**src/rtl/pdc_rx.sv**
```systemverilog
// pdc_rx: oversampling receiver for the PDC link; captures whole frames into a byte buffer.
// Optional per-frame modulo-256 byte checksum is built when PDC_RX_CHECKSUM_EN is defined.
module pdc_rx #(
    parameter int unsigned H_BYTES   = 4,
    parameter int unsigned MAX_BYTES = 4096
) (
    input  logic        clk,
    input  logic        res_n,
    input  logic        capture_ON,
    input  logic        VSYNC,
    input  logic        HSYNC,
    input  logic        PIXCLK,
    input  logic [7:0]  PIXD,
    output logic        wr_en,
    output logic [11:0] wr_index,
    output logic [7:0]  wr_data,
    output logic        busy,
    output logic        frame_done,
    output logic [12:0] byte_count,
    output logic [11:0] line_count,
    output logic        overflow,
    output logic        len_err,
    output logic [7:0]  checksum
);

    localparam int unsigned DW = 8;
    localparam int unsigned IW = 12;
    localparam int unsigned CW = 13;
    localparam int unsigned LW = 12;

    localparam logic [1:0] S_IDLE  = 2'd0;
    localparam logic [1:0] S_ARMED = 2'd1;
    localparam logic [1:0] S_FRAME = 2'd2;
    localparam logic [1:0] S_DONE  = 2'd3;

    logic [1:0]    state_q, state_d;

    // Sync chains: [0] = stage 1, [1] = stage 2, [2] = stage 3 (edge detect)
    logic [2:0]    pclk_sync_q;
    logic [2:0]    vs_sync_q;
    logic [2:0]    hs_sync_q;
    logic [DW-1:0] pixd_s1_q;
    logic [DW-1:0] pixd_s2_q;
    logic [1:0]    prime_q;

    logic          wr_en_q, wr_en_d;
    logic [IW-1:0] wr_index_q, wr_index_d;
    logic [DW-1:0] wr_data_q, wr_data_d;
    logic          busy_q, busy_d;
    logic          frame_done_q, frame_done_d;
    logic [CW-1:0] byte_count_q, byte_count_d;
    logic [LW-1:0] line_count_q, line_count_d;
    logic [CW-1:0] line_bytes_q, line_bytes_d;
    logic          overflow_q, overflow_d;
    logic          len_err_q, len_err_d;

    logic          sync_rdy;
    logic          pix_rise;
    logic          v_rise;
    logic          v_fall;
    logic          h_fall;
    logic          byte_accept;
    logic          room;
    logic          wr_take;
    logic          line_end;
    logic [CW-1:0] line_len;

    // Input synchronizers; prime_q masks edges until all three stages hold real samples
    always_ff @(posedge clk or negedge res_n) begin
        if (!res_n) begin
            pclk_sync_q <= '0;
            vs_sync_q   <= '0;
            hs_sync_q   <= '0;
            pixd_s1_q   <= '0;
            pixd_s2_q   <= '0;
            prime_q     <= '0;
        end else begin
            pclk_sync_q <= {pclk_sync_q[1:0], PIXCLK};
            vs_sync_q   <= {vs_sync_q[1:0], VSYNC};
            hs_sync_q   <= {hs_sync_q[1:0], HSYNC};
            pixd_s1_q   <= PIXD;
            pixd_s2_q   <= pixd_s1_q;
            prime_q     <= (prime_q == 2'd3) ? prime_q : prime_q + 2'd1;
        end
    end

    assign sync_rdy = (prime_q == 2'd3);
    assign pix_rise = sync_rdy &  pclk_sync_q[1] & ~pclk_sync_q[2];
    assign v_rise   = sync_rdy &  vs_sync_q[1]   & ~vs_sync_q[2];
    assign v_fall   = sync_rdy & ~vs_sync_q[1]   &  vs_sync_q[2];
    assign h_fall   = sync_rdy & ~hs_sync_q[1]   &  hs_sync_q[2];

    // A byte coinciding with v_fall still belongs to the frame
    assign byte_accept = (state_q == S_FRAME) & pix_rise & hs_sync_q[1]
                         & (vs_sync_q[1] | v_fall);
    assign room        = (byte_count_q < CW'(MAX_BYTES));
    assign wr_take     = byte_accept & room;
    assign line_end    = (state_q == S_FRAME) & (h_fall | (v_fall & hs_sync_q[1]));
    assign line_len    = (byte_accept && (line_bytes_q != '1)) ? line_bytes_q + CW'(1)
                                                               : line_bytes_q;

    // Next-state and datapath updates
    always_comb begin
        state_d      = state_q;
        wr_en_d      = 1'b0;
        wr_index_d   = wr_index_q;
        wr_data_d    = wr_data_q;
        byte_count_d = byte_count_q;
        line_count_d = line_count_q;
        line_bytes_d = line_bytes_q;
        overflow_d   = overflow_q;
        len_err_d    = len_err_q;

        case (state_q)
            S_IDLE: begin
                if (capture_ON) begin
                    state_d = S_ARMED;
                end
            end
            S_ARMED: begin
                byte_count_d = '0;
                line_count_d = '0;
                line_bytes_d = '0;
                overflow_d   = 1'b0;
                len_err_d    = 1'b0;
                if (!capture_ON) begin
                    state_d = S_IDLE;
                end else if (v_rise) begin
                    state_d = S_FRAME;
                end
            end
            S_FRAME: begin
                if (wr_take) begin
                    wr_en_d      = 1'b1;
                    wr_index_d   = byte_count_q[IW-1:0];
                    wr_data_d    = pixd_s2_q;
                    byte_count_d = byte_count_q + CW'(1);
                end
                if (byte_accept && !room) begin
                    overflow_d = 1'b1;
                end
                line_bytes_d = line_len;
                if (line_end) begin
                    line_count_d = line_count_q + LW'(1);
                    line_bytes_d = '0;
                    if ((H_BYTES != 0) && (line_len != CW'(H_BYTES))) begin
                        len_err_d = 1'b1;
                    end
                end
                if (v_fall) begin
                    state_d = S_DONE;
                end
            end
            S_DONE: begin
                state_d = S_IDLE;
            end
            default: begin
                state_d = S_IDLE;
            end
        endcase
    end

    assign frame_done_d = (state_d == S_DONE);
    assign busy_d       = (state_d == S_ARMED) | (state_d == S_FRAME);

    always_ff @(posedge clk or negedge res_n) begin
        if (!res_n) begin
            state_q      <= S_IDLE;
            wr_en_q      <= 1'b0;
            wr_index_q   <= '0;
            wr_data_q    <= '0;
            busy_q       <= 1'b0;
            frame_done_q <= 1'b0;
            byte_count_q <= '0;
            line_count_q <= '0;
            line_bytes_q <= '0;
            overflow_q   <= 1'b0;
            len_err_q    <= 1'b0;
        end else begin
            state_q      <= state_d;
            wr_en_q      <= wr_en_d;
            wr_index_q   <= wr_index_d;
            wr_data_q    <= wr_data_d;
            busy_q       <= busy_d;
            frame_done_q <= frame_done_d;
            byte_count_q <= byte_count_d;
            line_count_q <= line_count_d;
            line_bytes_q <= line_bytes_d;
            overflow_q   <= overflow_d;
            len_err_q    <= len_err_d;
        end
    end

`ifdef PDC_RX_CHECKSUM_EN
    logic [DW-1:0] csum_q, csum_d;

    // Sum of written bytes only; dropped bytes never reach the adder
    always_comb begin
        csum_d = csum_q;
        if (state_q == S_ARMED) begin
            csum_d = '0;
        end else if (wr_take) begin
            csum_d = csum_q + pixd_s2_q;
        end
    end

    always_ff @(posedge clk or negedge res_n) begin
        if (!res_n) begin
            csum_q <= '0;
        end else begin
            csum_q <= csum_d;
        end
    end

    assign checksum = csum_q;
`else
    assign checksum = 8'h00;
`endif

    assign wr_en      = wr_en_q;
    assign wr_index   = wr_index_q;
    assign wr_data    = wr_data_q;
    assign busy       = busy_q;
    assign frame_done = frame_done_q;
    assign byte_count = byte_count_q;
    assign line_count = line_count_q;
    assign overflow   = overflow_q;
    assign len_err    = len_err_q;

endmodule

```
**config.mk**
```make
export PLATFORM = sky130hd
export DESIGN_NAME = pdc_rx
export DESIGN_NICKNAME = d
export VERILOG_FILES = /design/src/rtl/pdc_rx.sv
export SDC_FILE = /design/constraint.sdc
export NUM_CORES = 1
export LEC_CHECK = 0
export CORE_ASPECT_RATIO = 2
export CORE_MARGIN = 4
export CORE_UTILIZATION = 50
export DETAILED_ROUTE_END_ITERATION = 10
export PLACE_DENSITY = 0.81
export SLEW_MARGIN = 20
export SYNTH_ARGS = -nofsm -noshare
export SYNTH_HDL_FRONTEND = slang
export SYNTH_SLANG_ARGS = --single-unit
```
**constraint.sdc**
```tcl
create_clock -name clk -period 5.55 [get_ports clk]
set_input_delay 1.3875 -clock clk [delete_from_list [all_inputs] [get_ports clk]]
set_output_delay 1.3875 -clock clk [all_outputs]
set_load 0.01 [all_outputs]
```
== Word-level counts from Yosys, hierarchy flattened ==
Index checks and enable logic that the tools add are counted.

* Register bits after elaboration: 92
* Bits of input ports: 14
* Output and inout bits: 58
* Logic and storage cells: 85

* Add/sub/neg operators: 4
* Magnitude comparators: 1
* Eq/ne operators: 13
* Muxes and demuxes: 19
* Bitwise operators: 21
* Reduce and logical (&&, ||, !) cells: 10

{| class="wikitable"
|+ Operators with widths
! operator !! count
|-
| 13-bit one-hot mux with 2 select lines || 2
|-
| 13-bit two-way mux || 3
|-
| 13-bit by 1-bit adder with 13-bit output, second input constant || 2
|-
| 12-bit one-hot mux with 2 select lines || 1
|-
| 1-bit bitwise AND || 14
|-
| 13-bit less-than comparator, second input constant || 1
|-
| 13-bit != test, second input constant || 1
|-
| 13-bit by 3-bit != test with 1-bit output, second input constant || 1
|-
| 12-bit by 1-bit adder with 12-bit output, second input constant || 1
|-
| 12-bit two-way mux || 1
|-
| 2-bit equality test, second input constant || 5
|-
| 2-bit two-way mux || 4
|-
| 2-bit one-hot mux with 4 select lines || 1
|-
| 2-bit AND reduction || 4
|-
| 1-bit two-way mux || 5
|-
| 2-bit by 1-bit equality test with 1-bit output, second input constant || 2
|-
| 2-bit by 1-bit != test with 1-bit output, second input constant || 2
|-
| 2-bit != test, second input constant || 2
|-
| 1-bit NOT || 4
|-
| 1-bit one-hot mux with 2 select lines || 2
|-
| 1-bit bitwise OR || 3
|-
| 3-bit AND reduction || 1
|-
| 2-bit by 1-bit adder with 2-bit output, second input constant || 1
|-
| 1-bit logical AND || 2
|-
| 3 further kinds || 3
|}

== Longest topological paths before layout ==
Gate-level depths: netlist (run 1).

* Depth in word-level cells: 12
* Mapped depth: 10
* Depth with buffers taken out: 9

== Least setup slack after synthesis (run 1) ==
No wires, ideal clock.

* Path kind: input to register
* Start point: input port capture_ON
* End point: register busy_q (netlist: busy)
* Library setup time: 126 ps
* Data arrival time: 2189 ps
* Required time: 5424 ps
* Slack: 3236 ps
* Stages on the path: 6
* Cells stage by stage: nand2_1 > o21a_1 > o21ai_0 > nor2_1 > a31oi_1 > ha_1

* Longest elaborated chain between the ends: 4
* Elaborated cells between the ends (all ways): 6
* Classes of those cells: eq/ne: 2; mux: 3; bitwise: 1

{| class="wikitable"
|+ RTL lines
! item !! line !! source
|-
| start: declaration || 9 || <nowiki>input logic capture_ON,</nowiki>
|-
| 2-bit two-way mux (on tied branches) || 126, 116 ||
|-
| 2-bit one-hot mux with 4 select lines * || 114 || <nowiki>case (state_q)</nowiki>
|-
| net state_d[0] || 36 || <nowiki>logic [1:0] state_q, state_d;</nowiki>
|-
| 2-bit by 1-bit equality test with 1-bit output or 2-bit equality test (tied branches) || 164 || <nowiki>assign busy_d = (state_d == S_ARMED) | (state_d == S_FRAME);</nowiki>
|-
| 1-bit bitwise OR * || 164 ||
|-
| net busy_d || 49 || <nowiki>logic busy_q, busy_d;</nowiki>
|-
| end signal: assignment || 184 || <nowiki>busy_q <= busy_d;</nowiki>
|-
| end: declaration || 49 ||
|}

The timed path passes the listed nets; every way through them passes the cells marked *.
A chain may end at the register's enable or synchronous reset.

== Worst setup path after layout (run 1) ==
* Start point: register byte_count_q[12] (netlist: byte_count[12])
* End point: output port byte_count[12]

{| class="wikitable"
|+ RTL lines
! item !! line !! source
|-
| start: declaration || 51 || <nowiki>logic [CW-1:0] byte_count_q, byte_count_d;</nowiki>
|-
| start signal: assignment || 186 || <nowiki>byte_count_q <= byte_count_d;</nowiki>
|-
| end: declaration || 19 || <nowiki>output logic [12:0] byte_count,</nowiki>
|}

No word-level cell between the ends.

==> metrics.txt, run 1 <==
total number of vias=between 2,000 and 3,000; Syn. warnings=0; GRT overflow=0; largest net degree at the start of global routing=slightly below 60; Yosys reg bits=92; Root Buffer=clkbuf_16; commonest non-fill, non-tap cells in the layout=92 x dfrtp_1, 62 x clkdlybuf4s50_1, 31 x nor2_1; worst skew pair latency=about 0.34 ns; Hold/Removal Path Class=flip-flop to flip-flop; Worst Skew=approximately 0.0045 ns; share of layout cells above drive strength 1=11.46%; synthesized area=between 3000 and 4000 sq um; Worst Path Max Fanout=4; Setup crit start kind=flip-flop; FMAX=363.6 MHz; Post-synth EDFFs=0; CP max stage delay=between 0.5 and 0.6 ns; post-synthesis async set-or-reset flop share=between 90% and 100%; sequential share of the synthesized area=57.66%; DIE AREA=approximately 9600 sq um; placed insts=497; CTS tree=built; Setup TNS Final=0 ns; pre-CTS WS=~2.6 ns; initial antenna violation count=0; first-pass GRT wire length=around 14,000 um; total core area=between 7000 and 8000 sq um; Post-Syn Instances=~350; Final WS setup=approximately 2.8 ns; post-CTS sizing=0; routed wire length=slightly above 8000 um; I/O Buffers=63; Setup Buffers After CTS=0; I/O Pins=approximately 70; clk slew on worst S/H paths=0.06 ns; DR vias/cell=between 5 and 6; fin nets=approximately 440; most common cell after layout, fill and taps aside=dfrtp_1; Clock Path Buffers=2; Non-Filler Instances=slightly above 500; critical path arrival=roughly 1.4 ns; total power=about 1.7 mW; cts hold-fix bufs=0; Main synth FF type=dfrtp_1; number of setup violations in the final report=0; Critical Path RT=around 4.2 ns; Slew @ Worst Pin=0.9343 ns; Max Slew Vio Count=0; PwrDens=343.8 nW/um^2; Leak=2.170 nW; Worst Setup End Kind=output pin; WP buf/inv=1; # DRC=0; kind of critical path=flip-flop to output pin; Max VDD drop=0.2438 mV; Detail Route Antenna Nets=0; Chip Width=approximately 71 um; Final Cycle Share=between 40% and 50%; slew margin rel.=a little under two fifths; routability cong.=0.8866; TritonRoute pass-1 iters=7; grt met3 use=between 5 and 6%; # H-tree levels=3; Netlist cell types=45; Routed WL per cell=around 16 um; met1 GRT Util=slightly above 20%; CP max stage cell=clkdlybuf4s50_1; vias in the first global route=between 2,000 and 3,000; DP Wirelength=around 5600 um; WHS=0.3485 ns; placement row count=45; CTS buffer count=9; cell family with most CP delay=buffers and inverters; GR Util All Layers=a little under a fifth; Tmin final=approximately 2.8 ns; RSZ-0062 raised after global routing=false; Final Hold Violating Endpoints=0; cell breakdown of the critical path=clkdlybuf4s50_1; area added between synthesis and finish=24.57%; met2 Use GR=between 30% and 40%; busiest grt layer=met2; run status=completed; max-cap violations=0; diode count=0; drt initial violations=about 200; synthesized area per cell=~11 sq um; Die Height=~130 um; Sink Count=between 90 and 100; Initial Util=between 50% and 60%
[worst register-to-register path, delay by kind of cell (launching register included)]
kind / cells / cell delay [ns]
AO/OA/AOI/OAI: 1 / 0.44
AND/OR/NAND/NOR: 3 / 0.92
adder cells (fa/ha/maj): 1 / 0.34
XOR/XNOR: 1 / 0.16
buffers and inverters: 1 / 0.14
flip-flops: 1 / 0.40
[stage by stage]
stage	utilization, %	instance area, sq um
4_1_cts	64.48	4974
6_report	64.48	4974
5_1_grt	64.48	4974
2_1_floorplan	-	4019
3_3_place_gp	60.42	4661
3_5_place_dp	60.42	4661
[Yosys cell counts (2+ instances only)]
| cell type | instances | area share, % |
|---|---|---|
| nand2_1 | 20 | 1.9 |
| buf_4 | 9 | 1.7 |
| buf_1 | 2 | 0.19 |
| dfrtp_1 | 92 | 58 |
| o21ai_0 | 27 | 3.4 |
| a21oi_1 | 11 | 1.4 |
| or3_1 | 6 | 0.94 |
| and3_1 | 5 | 0.78 |
| nor2_1 | 31 | 2.9 |
| o21a_1 | 2 | 0.38 |
| ha_1 | 8 | 2.5 |
| nand2b_1 | 2 | 0.31 |
| nor3_1 | 8 | 1.0 |
| a22o_1 | 4 | 0.88 |
| xor2_1 | 10 | 2.2 |
| a31oi_1 | 3 | 0.47 |
| xnor2_1 | 8 | 1.8 |
| o2111ai_1 | 2 | 0.44 |
| nand3b_1 | 2 | 0.38 |
| o211ai_1 | 2 | 0.38 |
| nand3_1 | 20 | 2.5 |
| buf_2 | 6 | 0.75 |
| nand4_1 | 5 | 0.78 |
| clkbuf_1 | 6 | 0.56 |
| o31ai_1 | 5 | 0.94 |
| or4_1 | 2 | 0.38 |
| inv_1 | 10 | 0.94 |
| mux2_2 | 24 | 6.8 |
| nor2b_1 | 4 | 0.63 |
| o2bb2ai_1 | 2 | 0.44 |
| a41oi_1 | 2 | 0.44 |
[worst paths after layout]
check	slack [ns]	depth (start not counted)	to	start
hold / removal	0.35	0	hs_sync_q[1]	hs_sync_q[0]
min in group asynchronous	1.00	1	line_bytes_q[1]	res_n
setup / recovery	2.80	1	byte_count[12]	byte_count[12]
hold reg to reg	0.35	0	hs_sync_q[1]	hs_sync_q[0]
max in group asynchronous	3.49	2	line_bytes_q[6]	res_n
setup reg to reg	3.03	7	line_count[9]	state_q[0]
[sequential cells by signal, indices dropped and copies added, names as in the netlist]
| register | count |
|---|---|
| frame_done | 1 |
| wr_data | 8 |
| overflow | 1 |
| pclk_sync_q | 3 |
| wr_index | 12 |
| busy | 1 |
| byte_count | 13 |
| pixd_s1_q | 8 |
| len_err | 1 |
| pixd_s2_q | 8 |
| line_count | 12 |
| wr_en | 1 |
| vs_sync_q | 3 |
| line_bytes_q | 13 |
| prime_q | 2 |
| state_q | 2 |
| hs_sync_q | 3 |
[report_power, final]
part | leakage, nW | total (mW) | internal, mW | switching, mW
clock network | 0.152 | 0.620 | 0.374 | 0.247
registers | 1.21 | 0.751 | 0.721 | 0.0293
logic | 0.808 | 0.339 | 0.143 | 0.196
[cells by family after synthesis]
kind of cell    count (synthesis)  share of synthesized area [%]
compound gates                 64                          9.934
other cells                     1                        0.09392
simple gates                  112                          14.57
mux                            25                          7.020
buf+inv                        34                          4.262
fa+ha+maj                       8                          2.507
flops                          92                          57.66
xor+xnor                       18                          3.949
[layer usage]
| layer | share of wire (%) | up-vias | wire (um) |
|---|---|---|---|
| met5 | 0 | - | 0 |
| met4 | 3.5 | 0 | 286 |
| met3 | 5.7 | 20 | 462 |
| met2 | 53 | 93 | 4287 |
| met1 | 38 | 1411 | 3027 |
| li1 | - | 1349 | - |
[layout make-up]
type | count | area, sq um
clock buffer | 11 | 252.7
clock inverter | 5 | 60.06
fill | 595 | 2740
inverter | 10 | 37.54
multi-input combinational | 235 | 1553
sequential | 92 | 2302
tap | 94 | 117.6
timing repair buffer | 66 | 650.6
No activity file was read; power rests on OpenSTA's default activity.
==> run 2, diff against run 1 <==
--- a/config.mk
+++ b/config.mk
@@ -7,9 +7,9 @@
 export LEC_CHECK = 0
 export CORE_ASPECT_RATIO = 2
 export CORE_MARGIN = 4
-export CORE_UTILIZATION = 50
+export CORE_UTILIZATION = 47
 export DETAILED_ROUTE_END_ITERATION = 10
-export PLACE_DENSITY = 0.81
+export PLACE_DENSITY = 0.8
 export SLEW_MARGIN = 20
 export SYNTH_ARGS = -nofsm -noshare
 export SYNTH_HDL_FRONTEND = slang
==> constraint.sdc (replaced) <==
create_clock -name clk -period 2.2 [get_ports clk]
set_input_delay 0.55 -clock clk [delete_from_list [all_inputs] [get_ports clk]]
set_output_delay 0.55 -clock clk [all_outputs]
set_load 0.01 [all_outputs]
==> metrics.txt, run 2 (synthesized netlist as in run 1, its figures left out) <==
run status=completed; Hold/Removal Path Class=primary input to async pin; Setup crit start kind=flip-flop; GRT overflow=0 (unchanged); R2R setup slack=0.09 ns (-2.94 ns); PwrDens=874.3 nW/um^2 (+150%); total number of vias=3,045 (+6.0%); diode count=0 (unchanged); Critical Path RT=2.40 ns (-1.76 ns); clock power share=38.5% (+2.2 points); Chip Width=73.17 um (+2.8%); Die Height=138.3 um (+3.0%); critical path arrival=2.31 ns (+0.95 ns); Final WS setup=0.08946 ns (-2.710 ns); Max VDD drop=0.7520 mV (+210%); Worst Setup End Kind=flip-flop; # DRC=0 (unchanged); Sink Count=92 (unchanged); Sw Ratio=27.47% (-0.12 points); I/O Pins=72 (unchanged); placement row count=47 (+4.4%); Detail Route Antenna Nets=0 (unchanged); Routed WL per cell=16.95 um (+7.8%); Worst Path Max Fanout=8 (+4); routed wire length=9220 um (+14%); worst skew pair latency=0.34 ns (about the same); DIE AREA=10,120 sq um (+5.8%); total core area=8292 sq um (+7.5%); clk slew on worst S/H paths=0.07 ns (about the same); RSZ-0062 raised after global routing=true; CTS tree=built; I/O Buffers=63 (unchanged); Final Hold Violating Endpoints=0 (unchanged); filler instances=640 (+7.6%); total power=4.594 mW (+170%); slew margin rel.=64.10% (+27 points); vias in the first global route=3,193 (+8.1%); Initial Util=48.15% (-3.6 points); internal power=3.332 mW (+170%); kind of critical path=flip-flop to flip-flop; DR vias/cell=5.597 (about the same); routability cong.=0.8570 (-3.3%); Slew @ Worst Pin=0.5344 ns (-0.4000 ns); Max Slew Vio Count=0 (unchanged); DP Wirelength=6700 um (+19%); GR Util All Layers=18.84% (+0.49 points); most common cell after layout, fill and taps aside=dfrtp_1; initial antenna violation count=0 (unchanged); Tmin final=2.111 ns; Clock Path Buffers=2 (unchanged); Reg power frac=41.3% (-2.6 points); share of layout cells above drive strength 1=17.94% (+6.5 points); Worst Skew=0.008996 ns (+0.004455 ns); Leak=2.325 nW (+7.2%); pre-CTS WS=0.08520 ns (-2.517 ns); # H-tree levels=3 (unchanged); fin nets=463 (+6.2%); Gate power share=20.3% (+0.5 points); commonest non-fill, non-tap cells in the layout=92 x dfrtp_1, 62 x clkdlybuf4s50_1, 30 x nor2_1; max-cap violations=0 (unchanged); number of setup violations in the final report=0 (unchanged); FMAX=473.8 MHz; area added between synthesis and finish=31.59%; largest net degree at the start of global routing=37 (-36%); Final Cycle Share=between 90 and 100%; TritonRoute pass-1 iters=4 (-3); first-pass GRT wire length=14,880 um (+7.1%); CTS buffer count=9 (unchanged); switching pwr=1.262 mW (+170%); drt initial violations=212 (+4.4%); Root Buffer=clkbuf_16
[run 2: area by class of cell]
class	instances	area, sq um	share of cell area, %
Tap cell	98	122.6	2.334
Timing Repair Buffer	93	869.6	16.55
Clock buffer	9	225.2	4.287
Multi-Input combinational cell	235	1577	30.01
Inverter	10	37.54	0.7145
Sequential cell	92	2302	43.82
Clock inverter	7	120.1	2.286
[run 2: power groups by stage]
stage / registers [mW] / logic (mW) / clock network, mW
after floorplan: 1.95 / 0.445 / 0
after global placement: 1.92 / 0.888 / 0
after detailed placement: 1.92 / 0.912 / 0
after CTS: 1.89 / 0.926 / 1.79
after global routing: 1.91 / 1.01 / 1.88
final: 1.89 / 0.932 / 1.77
[run 2: worst max-delay path: stages (launching register included)]
cell and delay (ns):
dfrtp_1 0.40, inv_1 0.13, ha_2 0.25, o211a_1 0.20, nand2b_1 0.15, nor2_2 0.23
buf_4 0.20, nand2_1 0.09, xnor2_1 0.18, a41oi_1 0.14
[run 2: worst paths after layout]
| path | from | endpoint | cells past startpoint |
|---|---|---|---|
| worst min-delay path | res_n | line_bytes_q[8] | 1 |
| worst max-delay path | state_q[0] | len_err | 9 |
| min in group clk | pixd_s1_q[0] | pixd_s2_q[0] | 0 |
| worst max register to register | state_q[0] | len_err | 9 |
| worst min register to register | pixd_s1_q[0] | pixd_s2_q[0] | 0 |
| max in group asynchronous | res_n | line_count[11] | 2 |
[run 2: through the flow]
step	cell area [sq um]	utilization (%)	cells	setup TNS [ns]	hold WS (ns)
floorplan	4019	-	361	0	0.2544
global placement	4866	58.68	526	0	0.3318
detailed placement	4866	58.68	526	0	0.3358
CTS	5211	62.85	542	0	0.1767
global route	5254	63.36	544	-0.03228	0.1841
finish	5254	63.36	544	0	0.1585
[run 2: per-layer routing]
layer | share of wire (%) | up-vias | global-route usage, %
met2 | 57 | 109 | 33.82
met4 | 3.6 | 0 | 10.21
li1 | - | 1395 | -
met3 | 4.2 | 28 | 3.997
met1 | 35 | 1513 | 19.38
met5 | 0 | - | 0
[run 2: timing repair]
action / 4_1_cts / 5_1_grt
resized for setup: 0 / 6
hold buffers: 0 / 0
setup buffers: 0 / 2
setup endpoints to repair: 0 / 27
==> run 3, diff against run 2 <==
--- a/config.mk
+++ b/config.mk
@@ -8,6 +8,7 @@
 export CORE_ASPECT_RATIO = 2
 export CORE_MARGIN = 4
 export CORE_UTILIZATION = 47
+export CTS_CLUSTER_DIAMETER = 80
 export DETAILED_ROUTE_END_ITERATION = 10
 export PLACE_DENSITY = 0.8
 export SLEW_MARGIN = 20
==> results of run 3 <==
Same layout as run 2: the final DEF is identical, and so are final timing and power.
